$ cat src/rtl/uart_rx_pkg.sv
// Shared types and constants for the oversampling UART receiver.
package uart_rx_pkg;

    typedef enum logic [2:0] {
        IDLE,
        START,
        DATA,
        PARITY,
        STOP,
        BREAK
    } rx_state_e;

    localparam int SUBBITS = 8;
    localparam int SUB_W   = $clog2(SUBBITS);

    localparam logic [SUB_W-1:0] SAMPLE_LO  = SUB_W'(3);
    localparam logic [SUB_W-1:0] SAMPLE_MID = SUB_W'(4);
    localparam logic [SUB_W-1:0] SAMPLE_HI  = SUB_W'(5);
    localparam logic [SUB_W-1:0] SUB_LAST   = SUB_W'(SUBBITS - 1);

    function automatic logic maj3(input logic a, input logic b, input logic c);
        return (a & b) | (a & c) | (b & c);
    endfunction

endpackage

$ cat src/rtl/sync_fifo.sv
// Power-of-two synchronous FIFO with a registered head word; a push is taken
// when not full or when a pop happens in the same cycle.
module sync_fifo #(
    parameter int DATA_WIDTH = 8,
    parameter int DEPTH      = 16
) (
    input  logic                    clk_i,
    input  logic                    rstn_i,
    input  logic                    push_i,
    input  logic [DATA_WIDTH-1:0]   data_i,
    input  logic                    pop_i,
    output logic [DATA_WIDTH-1:0]   data_o,
    output logic                    full_o,
    output logic                    empty_o,
    output logic [$clog2(DEPTH):0]  level_o
);
    localparam int PW = $clog2(DEPTH);

    logic [DATA_WIDTH-1:0] mem_q [DEPTH];
    logic [PW-1:0]         wr_ptr_q, wr_ptr_d, rd_ptr_q, rd_ptr_d;
    logic [PW:0]           level_q, level_d;
    logic [DATA_WIDTH-1:0] head_q, head_d;
    logic                  push_ok, pop_ok;

    assign full_o  = (level_q == (PW+1)'(DEPTH));
    assign empty_o = (level_q == '0);
    assign pop_ok  = pop_i && !empty_o;
    assign push_ok = push_i && (!full_o || pop_ok);
    assign data_o  = head_q;
    assign level_o = level_q;

    always_comb begin
        wr_ptr_d = push_ok ? wr_ptr_q + PW'(1) : wr_ptr_q;
        rd_ptr_d = pop_ok  ? rd_ptr_q + PW'(1) : rd_ptr_q;
        level_d  = level_q;
        if (push_ok && !pop_ok)
            level_d = level_q + (PW+1)'(1);
        else if (!push_ok && pop_ok)
            level_d = level_q - (PW+1)'(1);
        // The incoming word becomes the head directly when nothing older survives this cycle.
        head_d = head_q;
        if (push_ok && (level_q == {{PW{1'b0}}, pop_ok}))
            head_d = data_i;
        else if (level_d != '0)
            head_d = mem_q[rd_ptr_d];
    end

    always_ff @(posedge clk_i) begin
        if (push_ok)
            mem_q[wr_ptr_q] <= data_i;
    end

    always_ff @(posedge clk_i or negedge rstn_i) begin
        if (!rstn_i) begin
            wr_ptr_q <= '0;
            rd_ptr_q <= '0;
            level_q  <= '0;
            head_q   <= '0;
        end else begin
            wr_ptr_q <= wr_ptr_d;
            rd_ptr_q <= rd_ptr_d;
            level_q  <= level_d;
            head_q   <= head_d;
        end
    end

endmodule

$ cat src/rtl/uart_rx_fifo.sv
// 8x-oversampled, majority-voted UART receiver feeding a stream FIFO.
// Define UART_RX_PARITY_EN to add an even-parity bit between data and stop.
module uart_rx_fifo
    import uart_rx_pkg::*;
#(
    parameter int DATA_WIDTH  = 8,
    parameter int FIFO_DEPTH  = 16,
    parameter int SYNC_STAGES = 2
) (
    input  logic                        clk_i,
    input  logic                        rstn_i,
    input  logic                        rxd_i,
    input  logic [15:0]                 prescale_i,
    output logic [DATA_WIDTH-1:0]       m_axis_tdata_o,
    output logic                        m_axis_tvalid_o,
    input  logic                        m_axis_tready_i,
    output logic                        busy_o,
    output logic                        frame_err_o,
    output logic                        overrun_o,
    output logic                        parity_err_o,
    output logic [$clog2(FIFO_DEPTH):0] fifo_level_o
);
    localparam int BW = $clog2(DATA_WIDTH);

    rx_state_e             state_q, state_d;
    logic [SYNC_STAGES-1:0] sync_q;
    logic                  rxd_s;
    logic [15:0]           reload_q, reload_d, tick_cnt_q, tick_cnt_d;
    logic [SUB_W-1:0]      sub_q, sub_d;
    logic [BW-1:0]         bit_q, bit_d;
    logic                  s_lo_q, s_lo_d, s_mid_q, s_mid_d;
    logic [DATA_WIDTH-1:0] shreg_q, shreg_d;
    logic                  frame_err_q, frame_err_d, overrun_q, overrun_d;
    logic                  tick, at_hi, at_end, maj, keep, push_req, pop;
    logic                  fifo_full, fifo_empty;

`ifdef UART_RX_PARITY_EN
    logic par_err_q, par_err_d, drop_q, drop_d;
    assign keep         = !drop_q;
    assign parity_err_o = par_err_q;
`else
    assign keep         = 1'b1;
    assign parity_err_o = 1'b0;
`endif

    assign rxd_s  = sync_q[SYNC_STAGES-1];
    assign tick   = (state_q != IDLE) && (tick_cnt_q == '0);
    assign at_hi  = tick && (sub_q == SAMPLE_HI);
    assign at_end = tick && (sub_q == SUB_LAST);
    assign maj    = maj3(s_lo_q, s_mid_q, rxd_s);
    assign pop    = m_axis_tvalid_o && m_axis_tready_i;

    always_comb begin
        state_d     = state_q;
        reload_d    = reload_q;
        sub_d       = sub_q;
        bit_d       = bit_q;
        s_lo_d      = s_lo_q;
        s_mid_d     = s_mid_q;
        shreg_d     = shreg_q;
        push_req    = 1'b0;
        frame_err_d = 1'b0;
`ifdef UART_RX_PARITY_EN
        par_err_d   = 1'b0;
        drop_d      = drop_q;
`endif
        tick_cnt_d  = tick_cnt_q - 16'd1;
        if (tick) begin
            tick_cnt_d = reload_q;
            sub_d      = sub_q + SUB_W'(1);
            if (sub_q == SAMPLE_LO)  s_lo_d  = rxd_s;
            if (sub_q == SAMPLE_MID) s_mid_d = rxd_s;
        end

        unique case (state_q)
            IDLE: begin
                tick_cnt_d = '0;
                sub_d      = '0;
                bit_d      = '0;
`ifdef UART_RX_PARITY_EN
                drop_d     = 1'b0;
`endif
                if (!rxd_s) begin
                    state_d  = START;
                    reload_d = (prescale_i == 16'd0) ? 16'd0 : prescale_i - 16'd1;
                end
            end
            START: begin
                if (at_hi && maj)
                    state_d = IDLE;
                else if (at_end)
                    state_d = DATA;
            end
            DATA: begin
                if (at_hi)
                    shreg_d = {maj, shreg_q[DATA_WIDTH-1:1]};
                if (at_end) begin
                    if (bit_q == BW'(DATA_WIDTH - 1))
`ifdef UART_RX_PARITY_EN
                        state_d = PARITY;
`else
                        state_d = STOP;
`endif
                    else
                        bit_d = bit_q + BW'(1);
                end
            end
`ifdef UART_RX_PARITY_EN
            PARITY: begin
                if (at_hi && ((^shreg_q) ^ maj)) begin
                    par_err_d = 1'b1;
                    drop_d    = 1'b1;
                end
                if (at_end)
                    state_d = STOP;
            end
`endif
            STOP: begin
                // Decide mid-stop-bit so back-to-back frames are not clipped.
                if (at_hi) begin
                    if (maj) begin
                        push_req = keep;
                        state_d  = IDLE;
                    end else begin
                        frame_err_d = 1'b1;
                        state_d     = BREAK;
                    end
                end
            end
            BREAK: begin
                if (rxd_s)
                    state_d = IDLE;
            end
            default: state_d = IDLE;
        endcase
    end

    assign overrun_d = push_req && fifo_full && !pop;

    always_ff @(posedge clk_i or negedge rstn_i) begin
        if (!rstn_i) begin
            state_q     <= IDLE;
            sync_q      <= '1;
            reload_q    <= '0;
            tick_cnt_q  <= '0;
            sub_q       <= '0;
            bit_q       <= '0;
            s_lo_q      <= 1'b1;
            s_mid_q     <= 1'b1;
            shreg_q     <= '0;
            frame_err_q <= 1'b0;
            overrun_q   <= 1'b0;
`ifdef UART_RX_PARITY_EN
            par_err_q   <= 1'b0;
            drop_q      <= 1'b0;
`endif
        end else begin
            state_q     <= state_d;
            sync_q      <= {sync_q[SYNC_STAGES-2:0], rxd_i};
            reload_q    <= reload_d;
            tick_cnt_q  <= tick_cnt_d;
            sub_q       <= sub_d;
            bit_q       <= bit_d;
            s_lo_q      <= s_lo_d;
            s_mid_q     <= s_mid_d;
            shreg_q     <= shreg_d;
            frame_err_q <= frame_err_d;
            overrun_q   <= overrun_d;
`ifdef UART_RX_PARITY_EN
            par_err_q   <= par_err_d;
            drop_q      <= drop_d;
`endif
        end
    end

    assign busy_o      = (state_q != IDLE);
    assign frame_err_o = frame_err_q;
    assign overrun_o   = overrun_q;

    sync_fifo #(
        .DATA_WIDTH (DATA_WIDTH),
        .DEPTH      (FIFO_DEPTH)
    ) u_fifo (
        .clk_i   (clk_i),
        .rstn_i  (rstn_i),
        .push_i  (push_req),
        .data_i  (shreg_q),
        .pop_i   (pop),
        .data_o  (m_axis_tdata_o),
        .full_o  (fifo_full),
        .empty_o (fifo_empty),
        .level_o (fifo_level_o)
    );

    assign m_axis_tvalid_o = !fifo_empty;

endmodule
$ cat config.mk
export PLATFORM = sky130hd
export DESIGN_NAME = uart_rx_fifo
export DESIGN_NICKNAME = d
export VERILOG_FILES = /design/src/rtl/uart_rx_pkg.sv /design/src/rtl/sync_fifo.sv /design/src/rtl/uart_rx_fifo.sv
export SDC_FILE = /design/constraint.sdc
export NUM_CORES = 1
export LEC_CHECK = 0
export CAP_MARGIN = 15
export CORE_MARGIN = 5
export CORE_UTILIZATION = 45
export DETAILED_ROUTE_END_ITERATION = 8
export PLACE_DENSITY = 0.71
export SETUP_SLACK_MARGIN = 0.05
export SYNTH_ARGS = -nofsm -noshare
export SYNTH_HDL_FRONTEND = slang
export SYNTH_SLANG_ARGS = --single-unit
$ cat constraint.sdc
create_clock -name clk_i -period 4.4 [get_ports clk_i]
set_clock_uncertainty 0.1 [all_clocks]
set_input_delay 0.88 -clock clk_i [delete_from_list [all_inputs] [get_ports clk_i]]
set_output_delay 0.88 -clock clk_i [all_outputs]
set_load 0.05 [all_outputs]
After elaboration in Yosys (flattened, before gate mapping)
Memories as Yosys holds them, arrays and structs flattened.
Index checks and enable logic that the tools add are counted.

operators by class
  mux-type cells = 30
  bitwise gates (word level) = 6
  add/sub/neg operators = 8
  reductions and logical operators = 33
  equality and inequality tests = 18

operators by type and width
  cell                   number
  $mux 16                3
  $mux 3                 12
  $logic_not 16->1       2
  $sub 16x1->16 const B  2
  $eq 3x3->1 const B     6
  $mux 8                 2
  $pmux 3 s5             1
  $logic_and 1x1->1      12
  $ne 2x2->1 const B     6
  $mux 5                 2
  $add 4x1->4 const B    2
  $mux 1                 8
  $reduce_and 2->1       4
  $add 3x1->3 const B    2
  $eq 3x2->1 const B     2
  $pmux 3 s2             1
  $reduce_and 6->1       1
  $reduce_bool 2->1      3
  $add 5x1->5 const B    1
  $eq 5x1->1             1
  $eq 5x5->1 const B     1
  $logic_not 1->1        5
  $logic_not 5->1        1
  $reduce_bool 5->1      1
  other kinds (11)       14

storage, ports and cells
  register bits after elaboration = 76
  input port bits = 20
  output and inout bits = 18
  word-level logic and storage cells = 111
  RAM bits = 128
  memories = 1

memories
  name          words  bits a word  read ports  clocked after memory_dff  wr ports  RTL line         source
  u_fifo.mem_q  16     8            1           0                         1         sync_fifo.sv:19  logic [DATA_WIDTH-1:0] mem_q [DEPTH];

Depth between registers and ports, before layout
Gate-level depths: netlist of run 1.

  word-level depth = 14
  gate-level depth with buffers = 14
  mapped depth without buffers = 10

Modules after synthesis
Synthesis of run 1 repeated with hierarchy kept, for this count alone.

second synthesis, totals
  cell total of the unflattened synthesis = 772
  area, all modules = 10,580.1 µm²

modules (own cells, without submodules)
  module        area an instance (µm²)  seq. area each (µm²)  instances  cells each
  sync_fifo     7,562.3                 4,369.2               1          467
  uart_rx_fifo  3,017.9                 1,381.3               1          305

Worst setup path before layout of run 1
Ideal clock, no wire load.

  kind = register -> register
  start point = reg u_fifo.level_q[0], in the netlist u_fifo.level_o[0]
  end point = reg u_fifo.head_q[0], in the netlist u_fifo.data_o[0]
  data required time = 4.216 ns
  setup time = 0.084 ns
  stages on the path, launching flop included = 12
  buffers on the path = 2
  setup slack = 0.896 ns
  arrival = 3.321 ns
  path through = dfrtp_1 > inv_1 > ha_1 > or4b_1 > buf_2 > and2_4 > or4_4 > a21boi_2 > o22ai_2 > or3_1 > buf_4 > a41oi_2

on the way
  cells in the longest elaborated chain, start to end = 12
  elaborated cells on any way between the ends = 24

ends and longest elaborated chain
  item                                                                  RTL line             source
  start: declaration                                                    sync_fifo.sv:21      logic [PW:0] level_q, level_d;
  start signal: assignment                                              sync_fifo.sv:62      level_q <= level_d;
  $logic_not 5->1 (*)                                                   sync_fifo.sv:26      assign empty_o = (level_q == '0);
  $logic_not 1->1 (*)                                                   uart_rx_fifo.sv:195  assign m_axis_tvalid_o = !fifo_empty;
  net m_axis_tvalid_o                                                   uart_rx_fifo.sv:15   output logic m_axis_tvalid_o,
  $logic_and 1x1->1                                                     uart_rx_fifo.sv:51   assign pop = m_axis_tvalid_o && m_axis_tready_i;
  $logic_and 1x1->1 (*)                                                 sync_fifo.sv:27      assign pop_ok = pop_i && !empty_o;
  parallel branches: the longest is 8 deep, another holds $mem_v2 16x8  -
  end signal: assignment                                                sync_fifo.sv:58      head_q <= '0;
  end signal: assignment                                                sync_fifo.sv:63      head_q <= head_d;
  end: declaration                                                      sync_fifo.sv:22      logic [DATA_WIDTH-1:0] head_q, head_d;

Mark *: on every way through the listed nets, which the timed path passes. The select of a mux whose other input is x is not followed.
A chain may end at the register's enable or synchronous reset.

Final worst setup path of run 1
  start point = reg u_fifo.level_q[1], in the netlist u_fifo.level_o[1]
  end point = reg u_fifo.head_q[3], in the netlist u_fifo.data_o[3]

on the way
  cells in the longest elaborated chain, start to end = 12
  elaborated cells on any way between the ends = 24

ends and longest elaborated chain
  item
  parallel branches: the longest is 12 deep, another holds $mem_v2 16x8

Parallel ways; which one is timed is not known. The select of a mux whose other input is x is not followed.

==> flow_summary_export.csv, run 1 <==
group,metric,value,unit
yosys,postSynthCellCount,763,
grt,grt_antenna_before_repair,0,
drt,via_per_inst,5.63,
layout,nets,843,
pwr,powerDensity,584,mW/mm2
floorplan,num_io_pins,38,
timing,setup_viol,0,
setup_path,critPathBufInv,1,
yosys,synthArstFlopShare,37.3,%
yosys,synthFlopType,"edfxtp_1",
pwr,sw_frac_of_total,35.5,%
placement,post-place-ws,0.577,ns
placement,gp_congestion,0.812,
timing,slew_viol_final,0,
timing,fmax,267,MHz
cts,htreeDepth,1,
timing,relSlewSlack,35.8,%
placement,io_buffer_count,36,
grt,grt_start_max_net_pins,77,
yosys,yosysSeqAreaShare,62.4,%
drt,antenna_left,0,
cts,clockRootBuffer,"clkbuf_16",
grt,grt_pass1_wl,32100,um
drt,drt_wl_total,19900,um
drt,route.detailed.drc,0,
pwr,power.leakage,4.06,nW
setup_path,cp_slowest_stage_delay,0.65,ns
cts,cts_setup_buffers,0,
floorplan,core,0.0202,mm2
floorplan,rows,52,
cts,clockBufferDepth,3,
run_status,outcome,"completed",
pwr,p_int,0.00401,W
yosys,synth-edff-count,128,
yosys,synth_cell_type_count,66,
drt,wl_per_cell,18.3,um
layout,diodes,0,
pwr,pwr-share-comb,32.0,%
layout,syn_to_final_growth,15.4,%
setup_path,crit_chain,"inv_1, ha_1, or4b_1, and2_4, nor4_1, nor3_1, o211ai_1, or3_1, a41oi_2",
cts,cts_tree,"yes",
setup_path,critical_path.slowest_cell,"o211ai_1",
cts,clkLatencyLatePin,0.51,ns
layout,fin_util,52.6,%
yosys,synth.avg_cell_area,12.1,um2
floorplan,dieHeight,153,um
setup_path,startpoint_type,"register",
drt,vias,6137,
cts,cts_hold_buf,0,
floorplan,die_w,153,um
cts,clk_pin_slew,0.07,ns
grt,track_usage,16.8,%
job,drv_cap,0,
yosys,synth-seq-cells,204,
grt,first_global_vias,5987,
placement,dp_cells,1051,
pwr,pwr-share-clk,28.9,%
timing,timing.final.ws_setup,0.661,ns
yosys,syn-num-nets,801,
setup_path,critPathTopFamily,"simple AND/OR/NAND/NOR gates",
cts,numCtsBuffers,22,
pwr,p_switching,0.00221,W
floorplan,dieArea,0.0234,mm2
timing,setup_tns,0,ns
setup_path,crit_required,4.67,ns
timing,min_period,3.74,ns
cts,cts_sinks,204,
setup_path,cp-end-kind,"register",
layout,instances_no_fill,1090,
pwr,p_total,0.00622,W
pwr,seqPwrFrac,39.1,%
worst_hold_path,hold_class,"reg -> reg",
placement,dp_hpwl,13200,um
layout,layout_commonest_cell,"edfxtp_1",
grt,grt_overflow,0,
yosys,ys_warn_count,0,
yosys,netlist_area,0.00922,mm2
timing,post-route-period-util,85.0,%
cts,post_cts_resize_count,0,
pwr,vdd_ir_drop_max,0.318,mV
layout,layout_common_cells,"128 x edfxtp_1, 124 x nand2_1, 72 x dfrtp_1",
layout,drive_above_1_share,11.2,%
setup_path,critPathKind,"reg -> reg",
setup_path,cp.arrival,4.01,ns
timing,rsz0062_at_grt,"no",
drt,dr.pass1.iters,5,
timing,worst_pin_slew,0.964,ns
setup_path,crit_fanout,13,
floorplan,initial_utilization,45.6,%
timing,finalHoldViolCount,0,
drt,drtIter0Drc,480,
## worst register-to-register path: cells and delay by family (launching register included)
family          cells  cell delay [ns]
simple gates        5             1.88
buf+inv             1             0.16
fa+ha+maj           1             0.19
flops               1             0.45
compound gates      2             0.81
## synth_stat cells, types with 7 or more instances
master,n,area [um2]
edfxtp_1,128,3840
nor4_1,17,106
a32oi_1,9,78.8
dfrtp_1,72,1800
a21oi_1,17,85.1
nand4_1,23,144
a41oi_2,8,130
a211oi_1,13,97.6
nand3_1,38,190
xnor2_1,20,175
and2_1,8,50.1
mux2i_1,26,260
o21ai_0,29,145
nor3b_1,7,52.6
mux2_2,10,113
nor2_1,45,169
buf_2,8,40.0
a222oi_1,8,80.1
nor3_1,13,65.1
inv_1,19,71.3
ha_1,18,225
xor2_1,10,87.6
nand2_1,124,465
clkbuf_1,22,82.6
## layout make-up
type / count / area, um2
clock inverter: 16 / 155
inverter: 19 / 71.3
fill: 1738 / 9600
timing repair buffer: 55 / 513
clock buffer: 23 / 554
multi-input combinational: 503 / 3260
sequential: 204 / 5750
tap: 270 / 338
## per-stage QoR
step                      hold WS (ns)  instance area, um2
final                            0.256               10600
after floorplan                  0.245                9220
after detailed placement         0.248                9930
after global placement           0.251                9930
after CTS                        0.257               10600
after global routing             0.260               10600
## logic make-up (layout without fill, tap and decap cells)
family,Yosys count,in the layout,synth area share (%)
adder cells (fa/ha/maj),19,19,2.55
XOR/XNOR,30,30,2.85
multiplexers,36,36,4.05
buffers and inverters,56,113,2.57
AND/OR/NAND/NOR,306,306,16.5
AO/OA/AOI/OAI,111,111,9.08
other,1,1,0.0407
flip-flops,204,204,62.4
## registers in the layout (all words and copies together), names as in the netlist
signal,flops
sync_q,2
u_fifo.rd_ptr_q,4
overrun_o,1
u_fifo.mem_q,128
u_fifo.wr_ptr_q,4
shreg_q,8
sub_q,3
frame_err_o,1
tick_cnt_q,16
s_mid_q,1
state_q,3
reload_q,16
bit_q,3
u_fifo.level_o,5
s_lo_q,1
u_fifo.data_o,8
## power groups by stage
stage / clock [W] / sequential (W) / combinational, W
finish: 0.00180 / 0.00243 / 0.00199
CTS: 0.00183 / 0.00243 / 0.00200
floorplan: 0 / 0.00260 / 0.00120
detailed placement: 0 / 0.00246 / 0.00200
global placement: 0 / 0.00246 / 0.00197
global route: 0.00191 / 0.00246 / 0.00217
## path summary, 6_finish.rpt
check                      cells past startpoint                  to              start  slack, ns
setup reg to reg                               9    u_fifo.data_o[3]  u_fifo.level_o[1]       0.66
setup / recovery                               9    u_fifo.data_o[3]  u_fifo.level_o[1]       0.66
max in group asynchronous                      1  u_fifo.wr_ptr_q[3]             rstn_i       3.16
hold / removal                                 0           sync_q[1]          sync_q[0]       0.26
hold reg to reg                                0           sync_q[1]          sync_q[0]       0.26
min in group asynchronous                      1        reload_q[12]             rstn_i       0.44
## routing by layer
metal	vias to the layer above	share of wire, %	GRT usage (%)
li1	2928	-	-
met1	2999	44	23.0
met2	175	47	27.4
met3	35	6.5	3.31
met4	0	2.4	4.75
met5	-	0	0
Note: power is estimated with default switching activity, not from simulation.
==> run 2: changes to the inputs <==
--- a/config.mk
+++ b/config.mk
@@ -9,7 +9,7 @@
 export CORE_MARGIN = 5
 export CORE_UTILIZATION = 45
 export DETAILED_ROUTE_END_ITERATION = 8
-export PLACE_DENSITY = 0.71
+export PLACE_DENSITY = 0.73
 export SETUP_SLACK_MARGIN = 0.05
 export SYNTH_ARGS = -nofsm -noshare
 export SYNTH_HDL_FRONTEND = slang
==> constraint.sdc (replaced) <==
create_clock -name clk_i -period 3.2 [get_ports clk_i]
set_clock_uncertainty 0.1 [all_clocks]
set_input_delay 0.64 -clock clk_i [delete_from_list [all_inputs] [get_ports clk_i]]
set_output_delay 0.64 -clock clk_i [all_outputs]
set_load 0.05 [all_outputs]
==> run 2 against run 1 <==
Against the previous run: global-route usage rose by 0.88 points; die area did not move; routed wire length rose by 4.7%; sequential power rose by 37%; count of clock-buffer cells in the layout rose by 11; sequential share of layout area fell by 2.0 points; setup slack got worse by 0.50 ns; cell area rose by 3.9%; highest routed layer unchanged.
==> flow_summary_export.csv, run 2 (synthesis gave the netlist of run 1 again) <==
group,metric,value,unit
run_status,outcome,"completed",
pwr,vdd_ir_drop_max,0.423,mV
timing,rsz0062_at_grt,"yes",
cts,clkLatencyLatePin,0.52,ns
grt,grt_antenna_before_repair,0,
drt,wl_met2,9750,um
placement,gp_congestion,0.892,
drt,drt_wl_total,20800,um
layout,layout_common_cells,"128 x edfxtp_1, 124 x nand2_1, 70 x dfrtp_1",
setup_path,cp-end-kind,"register",
setup_path,r2r_start,"u_fifo.level_o[0]",
timing,whs,0.255,ns
grt,first_global_vias,6298,
timing,post-route-period-util,95.0,%
drt,via_per_inst,5.64,
cts,numCtsBuffers,22,
layout,drive_above_1_share,16.1,%
timing,setup_tns,0,ns
drt,drtIter0Drc,510,
floorplan,num_io_pins,38,
cts,clk_pin_slew,0.06,ns
setup_path,critPathKind,"reg -> reg",
worst_hold_path,min_from,"sync_q[0]",
layout,diodes,0,
grt,grt_overflow,0,
timing,timing.final.ws_setup,0.161,ns
setup_path,cp-startpoint,"u_fifo.level_o[0]",
grt,grt_pass1_wl,33700,um
timing,relSlewSlack,47.3,%
layout,ff_latch_area,0.00575,mm2
drt,highest_layer,"met4",
cts,cts_sinks,204,
worst_hold_path,min_path_cells,0,
drt,vias,6317,
drt,dr.pass1.iters,5,
timing,worst_pin_slew,0.790,ns
timing,setup_viol,0,
layout,top_regs,"u_fifo.mem_q: 128 flops, reload_q: 16 flops, tick_cnt_q: 16 flops",
layout,syn_to_final_growth,19.9,%
job,drv_cap,0,
drt,routedLengthMet1,8960,um
timing,slew_viol_final,0,
layout,layout_commonest_cell,"edfxtp_1",
floorplan,dieHeight,153,um
worst_hold_path,hold_class,"reg -> reg",
worst_hold_path,min_to,"sync_q[1]",
layout,multiInputGateArea,0.00338,mm2
floorplan,dieArea,0.0234,mm2
timing,finalHoldViolCount,0,
setup_path,cp.arrival,3.35,ns
grt,track_usage,17.6,%
drt,antenna_left,0,
setup_path,worstRegToRegCells,10,
timing,min_period,3.04,ns
layout,top_register,"u_fifo.mem_q",
setup_path,r2r-end,"u_fifo.data_o[4]",
drt,wl_per_cell,18.6,um
setup_path,crit_required,3.51,ns
floorplan,rows,52,
pwr,power.leakage,4.23,nW
timing,fmax,329,MHz
placement,io_buffer_count,36,
floorplan,core,0.0202,mm2
cts,clockRootBuffer,"clkbuf_16",
setup_path,startpoint_type,"register",
placement,post-place-ws,-0.0582,ns
layout,final.fill_count,1686,
placement,dp_hpwl,13500,um
cts,cts_tree,"yes",
setup_path,r2r_slack,0.16,ns
grt,grt_start_max_net_pins,37,
cts,clockBufferDepth,3,
pwr,powerDensity,808,mW/mm2
setup_path,crit_fanout,9,
cts,htreeDepth,1,
drt,route.detailed.drc,0,
floorplan,initial_utilization,45.6,%
layout,largest_reg_flops,128,
floorplan,die_w,153,um
drt,route.met3.wl,1590,um
layout,nets,874,
[run 2: cell count changes in the layout (fill, tap and decap cells not counted), sizes merged]
| cell | change |
|---|---|
| buf | +30 |
| bufinv | -1 |
| clkbuf | +11 |
| clkdlybuf4s50 | -1 |
| clkinv | -8 |
| clkinvlp | -1 |
| dlygate4sd2 | +1 |
| dlygate4sd3 | +1 |
| inv | -1 |
[run 2: layout make-up]
| type | count | share of cell area, % |
|---|---|---|
| Timing Repair Buffer | 86 | 7.28 |
| Clock buffer | 34 | 5.75 |
| Clock inverter | 5 | 0.566 |
| Multi-Input combinational cell | 503 | 30.6 |
| Sequential cell | 204 | 52.1 |
| Tap cell | 270 | 3.06 |
| Inverter | 19 | 0.646 |
[run 2: worst max path at each step]
stage,endpoint,cells after the start
final,u_fifo.data_o[4],10
after global routing,u_fifo.data_o[0],11
after CTS,u_fifo.data_o[3],10
after detailed placement,u_fifo.data_o[3],8
after global placement,u_fifo.data_o[2],8
after floorplan,u_fifo.data_o[0],13
[run 2: critical path, stage by stage (launching register included)]
cell and delay (ns):
dfrtp_2 0.40, inv_2 0.10, ha_2 0.18, or4b_4 0.46, and2_4 0.22, buf_4 0.17, or4_4 0.44, a21boi_4 0.18
o22ai_4 0.10, or3_4 0.44, a41oi_2 0.16
[run 2: power by group]
group          switching [W]  internal, W
Sequential          0.000297      0.00305
Clock               0.000992      0.00145
Combinational        0.00188      0.00127
[run 2: per-layer routing]
metal | global-route usage, % | vias to the layer above
li1 | - | 2985
met1 | 23.7 | 3075
met2 | 28.3 | 213
met3 | 4.64 | 44
met4 | 5.30 | 0
met5 | 0 | -
[run 2: what timing repair did]
action                                  CTS  global route
cloned                                    0             0
endpoints found under the setup margin    5            10
gates resized for setup                   2            15
setup buffers                             0             0
hold endpoints to repair                  2             0
hold buffers                              1             0
[run 2: metrics by stage]
step / instance area (um2) / std cells / power [W] / util [%]
after floorplan: 9300 / 763 / 0.00529 / -
after global placement: 10200 / 1081 / 0.00635 / 50.6
after CTS: 11000 / 1121 / 0.00885 / 54.1
final: 11000 / 1121 / 0.00893 / 54.6
after global routing: 11000 / 1121 / 0.00934 / 54.6
after detailed placement: 10200 / 1081 / 0.00640 / 50.6
